===== src/rtl/pipe_hazard_sched.sv =====
// Stall/flush scheduler for a 5-stage MIPS pipeline: memory wait > branch flush > load-use.
// Define HAZ_PERF_CNT_EN to build the saturating o_stall_cycles counter.
module pipe_hazard_sched #(
    parameter int unsigned FLUSH_CYCLES = 1,
    parameter int unsigned MEM_TIMEOUT  = 15,
    parameter int unsigned CNT_W        = 16
) (
    input  logic             i_clk,
    input  logic             i_rst,
    input  logic [4:0]       i_id_rs,
    input  logic [4:0]       i_id_rt,
    input  logic             i_id_uses_rt,
    input  logic             i_ex_mem_read,
    input  logic [4:0]       i_ex_rd,
    input  logic             i_branch_taken,
    input  logic             i_dmem_req,
    input  logic             i_dmem_ack,
    output logic             o_pc_en,
    output logic             o_if_id_en,
    output logic             o_if_id_flush,
    output logic             o_id_ex_flush,
    output logic             o_ex_mem_en,
    output logic             o_mem_wb_bubble,
`ifdef HAZ_PERF_CNT_EN
    output logic             o_timeout_err,
    output logic [CNT_W-1:0] o_stall_cycles
`else
    output logic             o_timeout_err
`endif
);

    if (FLUSH_CYCLES < 1 || FLUSH_CYCLES > 7 || MEM_TIMEOUT < 1 || MEM_TIMEOUT > 255 || CNT_W < 1)
    begin : g_bad_param
        $error("pipe_hazard_sched: parameter out of range");
    end

    typedef enum logic [1:0] {
        S_RUN,
        S_MEM_WAIT,
        S_FLUSH
    } state_t;

    localparam logic [2:0] FLUSH_INIT = 3'(FLUSH_CYCLES - 1);
    localparam logic [7:0] WAIT_LAST  = 8'(MEM_TIMEOUT - 1);

    state_t     r_state;
    state_t     w_state_nxt;
    logic [7:0] r_wait_cnt;
    logic [7:0] w_wait_cnt_nxt;
    logic [2:0] r_flush_cnt;
    logic [2:0] w_flush_cnt_nxt;
    logic       r_timeout_err;
    logic       w_timeout_set;
    logic       w_mem_stall;
    logic       w_load_use;

    assign w_mem_stall = i_dmem_req && !i_dmem_ack;
    // r0 is hardwired to zero, so a load targeting it never creates a dependency
    assign w_load_use  = i_ex_mem_read && (i_ex_rd != 5'd0) &&
                         ((i_ex_rd == i_id_rs) || (i_id_uses_rt && (i_ex_rd == i_id_rt)));

    always_ff @(posedge i_clk or posedge i_rst) begin
        if (i_rst) begin
            r_state       <= S_RUN;
            r_wait_cnt    <= 8'd0;
            r_flush_cnt   <= 3'd0;
            r_timeout_err <= 1'b0;
        end else begin
            r_state     <= w_state_nxt;
            r_wait_cnt  <= w_wait_cnt_nxt;
            r_flush_cnt <= w_flush_cnt_nxt;
            if (w_timeout_set) begin
                r_timeout_err <= 1'b1;
            end
        end
    end

    always_comb begin
        w_state_nxt     = r_state;
        w_wait_cnt_nxt  = r_wait_cnt;
        w_flush_cnt_nxt = r_flush_cnt;
        w_timeout_set   = 1'b0;
        o_pc_en         = 1'b1;
        o_if_id_en      = 1'b1;
        o_ex_mem_en     = 1'b1;
        o_if_id_flush   = 1'b0;
        o_id_ex_flush   = 1'b0;
        o_mem_wb_bubble = 1'b0;

        case (r_state)
            S_RUN: begin
                if (w_mem_stall) begin
                    o_pc_en         = 1'b0;
                    o_if_id_en      = 1'b0;
                    o_ex_mem_en     = 1'b0;
                    o_mem_wb_bubble = 1'b1;
                    w_wait_cnt_nxt  = 8'd0;
                    w_state_nxt     = S_MEM_WAIT;
                end else if (i_branch_taken) begin
                    o_if_id_flush = 1'b1;
                    o_id_ex_flush = 1'b1;
                    if (FLUSH_CYCLES > 1) begin
                        w_flush_cnt_nxt = FLUSH_INIT;
                        w_state_nxt     = S_FLUSH;
                    end
                end else if (w_load_use) begin
                    o_pc_en       = 1'b0;
                    o_if_id_en    = 1'b0;
                    o_id_ex_flush = 1'b1;
                end
            end
            S_MEM_WAIT: begin
                if (i_dmem_ack) begin
                    w_wait_cnt_nxt = 8'd0;
                    w_state_nxt    = S_RUN;
                end else if (r_wait_cnt == WAIT_LAST) begin
                    // forced release: the pipeline resumes as if the access had completed
                    w_timeout_set  = 1'b1;
                    w_wait_cnt_nxt = 8'd0;
                    w_state_nxt    = S_RUN;
                end else begin
                    o_pc_en         = 1'b0;
                    o_if_id_en      = 1'b0;
                    o_ex_mem_en     = 1'b0;
                    o_mem_wb_bubble = 1'b1;
                    w_wait_cnt_nxt  = r_wait_cnt + 8'd1;
                end
            end
            S_FLUSH: begin
                if (w_mem_stall) begin
                    o_pc_en         = 1'b0;
                    o_if_id_en      = 1'b0;
                    o_ex_mem_en     = 1'b0;
                    o_mem_wb_bubble = 1'b1;
                    w_wait_cnt_nxt  = 8'd0;
                    w_flush_cnt_nxt = 3'd0;
                    w_state_nxt     = S_MEM_WAIT;
                end else begin
                    o_if_id_flush = 1'b1;
                    if (r_flush_cnt <= 3'd1) begin
                        w_flush_cnt_nxt = 3'd0;
                        w_state_nxt     = S_RUN;
                    end else begin
                        w_flush_cnt_nxt = r_flush_cnt - 3'd1;
                    end
                end
            end
            default: begin
                w_state_nxt = S_RUN;
            end
        endcase

        // pipeline is held completely still while reset is asserted
        if (i_rst) begin
            o_pc_en         = 1'b0;
            o_if_id_en      = 1'b0;
            o_ex_mem_en     = 1'b0;
            o_if_id_flush   = 1'b0;
            o_id_ex_flush   = 1'b0;
            o_mem_wb_bubble = 1'b0;
        end
    end

    assign o_timeout_err = r_timeout_err;

`ifdef HAZ_PERF_CNT_EN
    logic [CNT_W-1:0] r_stall_cnt;

    always_ff @(posedge i_clk or posedge i_rst) begin
        if (i_rst) begin
            r_stall_cnt <= '0;
        end else if (!o_pc_en && (r_stall_cnt != {CNT_W{1'b1}})) begin
            r_stall_cnt <= r_stall_cnt + 1'b1;
        end
    end

    assign o_stall_cycles = r_stall_cnt;
`endif

endmodule


===== config.mk =====
export PLATFORM = sky130hd
export DESIGN_NAME = pipe_hazard_sched
export DESIGN_NICKNAME = d
export VERILOG_FILES = /design/src/rtl/pipe_hazard_sched.sv
export SDC_FILE = /design/constraint.sdc
export NUM_CORES = 1
export LEC_CHECK = 0
export BUFFER_PORTS_ARGS = -buffer_cell sky130_fd_sc_hd__buf_4
export CORE_MARGIN = 2
export CORE_UTILIZATION = 45
export DETAILED_ROUTE_END_ITERATION = 16
export PLACE_DENSITY = 0.83
export SLEW_MARGIN = 20
export SYNTH_ARGS = -nofsm -noshare
export SYNTH_HDL_FRONTEND = slang
export SYNTH_SLANG_ARGS = --single-unit

===== constraint.sdc =====
create_clock -name i_clk -period 5.5 [get_ports i_clk]
set_input_delay 1.1 -clock i_clk [delete_from_list [all_inputs] [get_ports i_clk]]
set_output_delay 1.1 -clock i_clk [all_outputs]
set_load 0.01 [all_outputs]

==> metrics.log <==
INFO  metric status = complete, no violations
INFO  metric synth_top_cells_by_area = dfrtp_1 (34%), xor2_1 (11%), a21o_1 (5.1%)
INFO  metric dpl.hpwl = 1.39 mm
INFO  metric asyncSetResetFlopFracSynth = 1.00
INFO  metric route.vias.total = 705
INFO  metric grt_max_degree = 14
INFO  metric cts_tree = yes
INFO  metric detail_route.iter0.violations = 5
INFO  metric worst_slew_pin_slew = 814 ps
INFO  metric library_cell_occupying_the_most_area_in_the_post_synthesis_netlist = dfrtp_1
INFO  metric unique_cell_type_count_in_the_yosys_netlist = 31
INFO  metric cts_hold_repair.buffers = 0
INFO  metric worst-path-max-fanout = 3
INFO  metric syn_to_final_growth = 32.9%
INFO  metric filler_cell_count = 142
INFO  metric rsz0062_at_grt = false
INFO  metric fin_ws = 1940 ps
INFO  metric place_worst_setup_slack = 1940 ps
INFO  metric synth_fa_ha_area_frac = 0.0341
INFO  metric yosys.area_share.xor_xnor = 0.131
INFO  metric timing_worst_setup_path_type = input pin to primary output
INFO  metric most_frequent_cell_after_synthesis = dfrtp_1
INFO  metric detailedRoute.firstPassIterationCount = 4
INFO  metric finalSetupViolations = 0
INFO  metric synth-simple-area-share = 0.225
INFO  metric maxClockFrequency = 281 MHz
INFO  metric critPathRequiredTime = 4400 ps
INFO  metric layout_net_count = 136
INFO  metric main_combinational_cell_family_by_area_after_synthesis = simple AND/OR/NAND/NOR gates
INFO  metric clock_tree.root_cell = clkbuf_4
INFO  metric numClockSinks = 10
INFO  metric hold_viol_final = 0
INFO  metric grt_pass1_wl = 2.90 mm
INFO  metric ys.warnings.count = 0
INFO  metric grt_met1_use = 0.236
INFO  metric gr-max-usage-layer = met2
INFO  metric timing_max_transition_violations_final = 0
INFO  metric vias_in_the_first_global_route = 725
INFO  metric post_synth_mux_area_share = 0.0136
INFO  metric final.period_utilization = 0.647
INFO  metric final.setup_skew = 9.48 ps
INFO  metric drt_drc_violations_left = 0
INFO  metric routed_wl = 1.71 mm
INFO  metric synthesis.area_per_instance = 9.07 um^2
INFO  metric cts_max_path_buffers = 2
INFO  metric total_congestion_overflow = 0
INFO  metric p_per_area = 175 nW/um^2
INFO  metric tritoncts.num_buffers = 3
INFO  metric groute.layer.met3.usage = 0.0776
INFO  metric fp.coreArea = 1520 um^2
INFO  metric antenna_found_initial = 0
INFO  metric syn_area = 734 um^2
INFO  metric synth_flop_cell = dfrtp_1
INFO  metric cp.arrival = 2460 ps
INFO  metric antenna_cells = 0
INFO  metric floorplan.initialDensity = 0.482
INFO  metric post_route_cells_drive_above_1_share = 0.309
INFO  metric flip_flop_and_latch_count_after_synthesis = 10
INFO  metric synth_enable_flop_cells = 0
INFO  metric rows = 14
INFO  metric peakVddDrop = 0.159 mV
INFO  metric synth_nets = 105
INFO  metric die_height = 44.4 um
INFO  metric place.gp.congestion = 0.754
INFO  metric cts-resized-gates = 0
INFO  metric yosysSeqAreaShare = 0.341
INFO  metric cp-start-kind = input pin
INFO  metric io-pin-count = 29
INFO  metric postSynthCellCount = 81
INFO  metric drtAntennaViolNets = 0
INFO  metric relSlewSlack = 0.457
INFO  metric endpoint_kind = primary output
INFO  metric cts.htree.levels = 1
INFO  metric post-cts-setup-buffer-count = 0
INFO  metric final.setup.tns = 0 ps
INFO  metric clk-insertion-delay-late = 270 ps
INFO  metric period_minus_slack = 3560 ps
INFO  metric design.die.area = 1970 um^2
INFO  metric portbufs = 28
INFO  metric max_cap_viol_count = 0
INFO  metric synth_top_area_frac = 0.341
INFO  metric post_drt_via_cell_ratio = 5.60
INFO  metric clock_slew_at_reported_path_ffs = 60 ps
INFO  metric grt_util_all_layers = 0.203
INFO  metric routed_length_per_placed_instance = 13.5 um
INFO  metric power_leakage = 0.000493 uW
INFO  metric fraction_of_the_mapped_netlist_area_in_compound_gates = 0.220
INFO  metric post_synth_most_frequent_cells = dfrtp_1 (10), xor2_1 (9), nand2_1 (7), nor2_1 (6), a21o_1 (5)
INFO  metric grt.met2_usage = 0.324
INFO  metric hp-class = flop to flop
INFO  metric die_w = 44.4 um
## per-layer routing
layer  share of wire  wire length (um)
met5               0                 0
met4           0.018                31
met3           0.065               111
met2            0.50               857
met1            0.41               704
## through the flow
| stage | util | total power [uW] | hold slack (ps) | cells | area, um^2 |
|---|---|---|---|---|---|
| final | 0.640 | 171 | 499 | 126 | 976 |
| after global routing | 0.640 | 181 | 529 | 126 | 976 |
| after CTS | 0.640 | 174 | 514 | 126 | 976 |
| after detailed placement | 0.626 | 124 | 495 | 123 | 953 |
| after global placement | 0.626 | 121 | 462 | 123 | 953 |
| after floorplan | - | 101 | 502 | 81 | 734 |
## path summary, 6_finish.rpt
| kind | depth (start not counted) | slack (ps) | to | startpoint |
|---|---|---|---|---|
| max | 6 | 1940 | o_if_id_en | i_ex_rd[4] |
| min | 1 | 500 | o_timeout_err$_DFFE_PP0P_ | o_timeout_err$_DFFE_PP0P_ |
| max reg2reg | 6 | 3910 | r_wait_cnt[4]$_DFFE_PP0P_ | r_wait_cnt[0]$_DFFE_PP0P_ |
| min reg2reg | 1 | 500 | o_timeout_err$_DFFE_PP0P_ | o_timeout_err$_DFFE_PP0P_ |
| max in group asynchronous | 2 | 4360 | r_wait_cnt[4]$_DFFE_PP0P_ | i_rst |
| min in group asynchronous | 2 | 840 | r_state[0]$_DFFE_PP0P_ | i_rst |
## worst max-delay path, stage by stage
cell	delay, ps
buf_4	120
xor2_1	160
nor4_2	300
a32oi_1	160
o41a_1	450
buf_4	160
## state kept, by name (all words and copies together), names as in the netlist
register	cells
r_wait_cnt	8
r_state	1
o_timeout_err	1
## kinds of logic (layout without fill, tap and decap cells)
logic type / count (synthesis) / count (layout)
flops: 10 / 10
mux: 1 / 1
simple gates: 29 / 29
xor+xnor: 11 / 11
fa+ha+maj: 2 / 2
compound gates: 22 / 22
buf+inv: 6 / 35
## layout make-up
| cell class | instances | area [um^2] | area share |
|---|---|---|---|
| Clock buffer | 3 | 22.5 | 0.0231 |
| Timing Repair Buffer | 28 | 210 | 0.215 |
| Sequential cell | 10 | 250 | 0.256 |
| Multi-Input combinational cell | 65 | 458 | 0.469 |
| Inverter | 4 | 15.0 | 0.0154 |
| Tap cell | 16 | 20.0 | 0.0205 |
## cells in the final DEF (no fill, tap or decap), types with 3 or more instances in the layout
master | synthesis | layout
nand2_1 | 7 | 7
clkbuf_4 | 0 | 3
buf_4 | 1 | 28
inv_1 | 4 | 4
a21o_1 | 5 | 5
nor2_1 | 6 | 6
nand3_1 | 4 | 4
a22o_1 | 3 | 3
dfrtp_1 | 10 | 10
xor2_1 | 9 | 9
o21ai_0 | 4 | 4
## report_power, final
part	internal (uW)	total, uW	switching, uW
Combinational	22.5	43.2	20.7
Clock	25.2	49.1	23.8
Sequential	75.8	78.9	3.03
No activity file was read; power rests on OpenSTA's default activity.
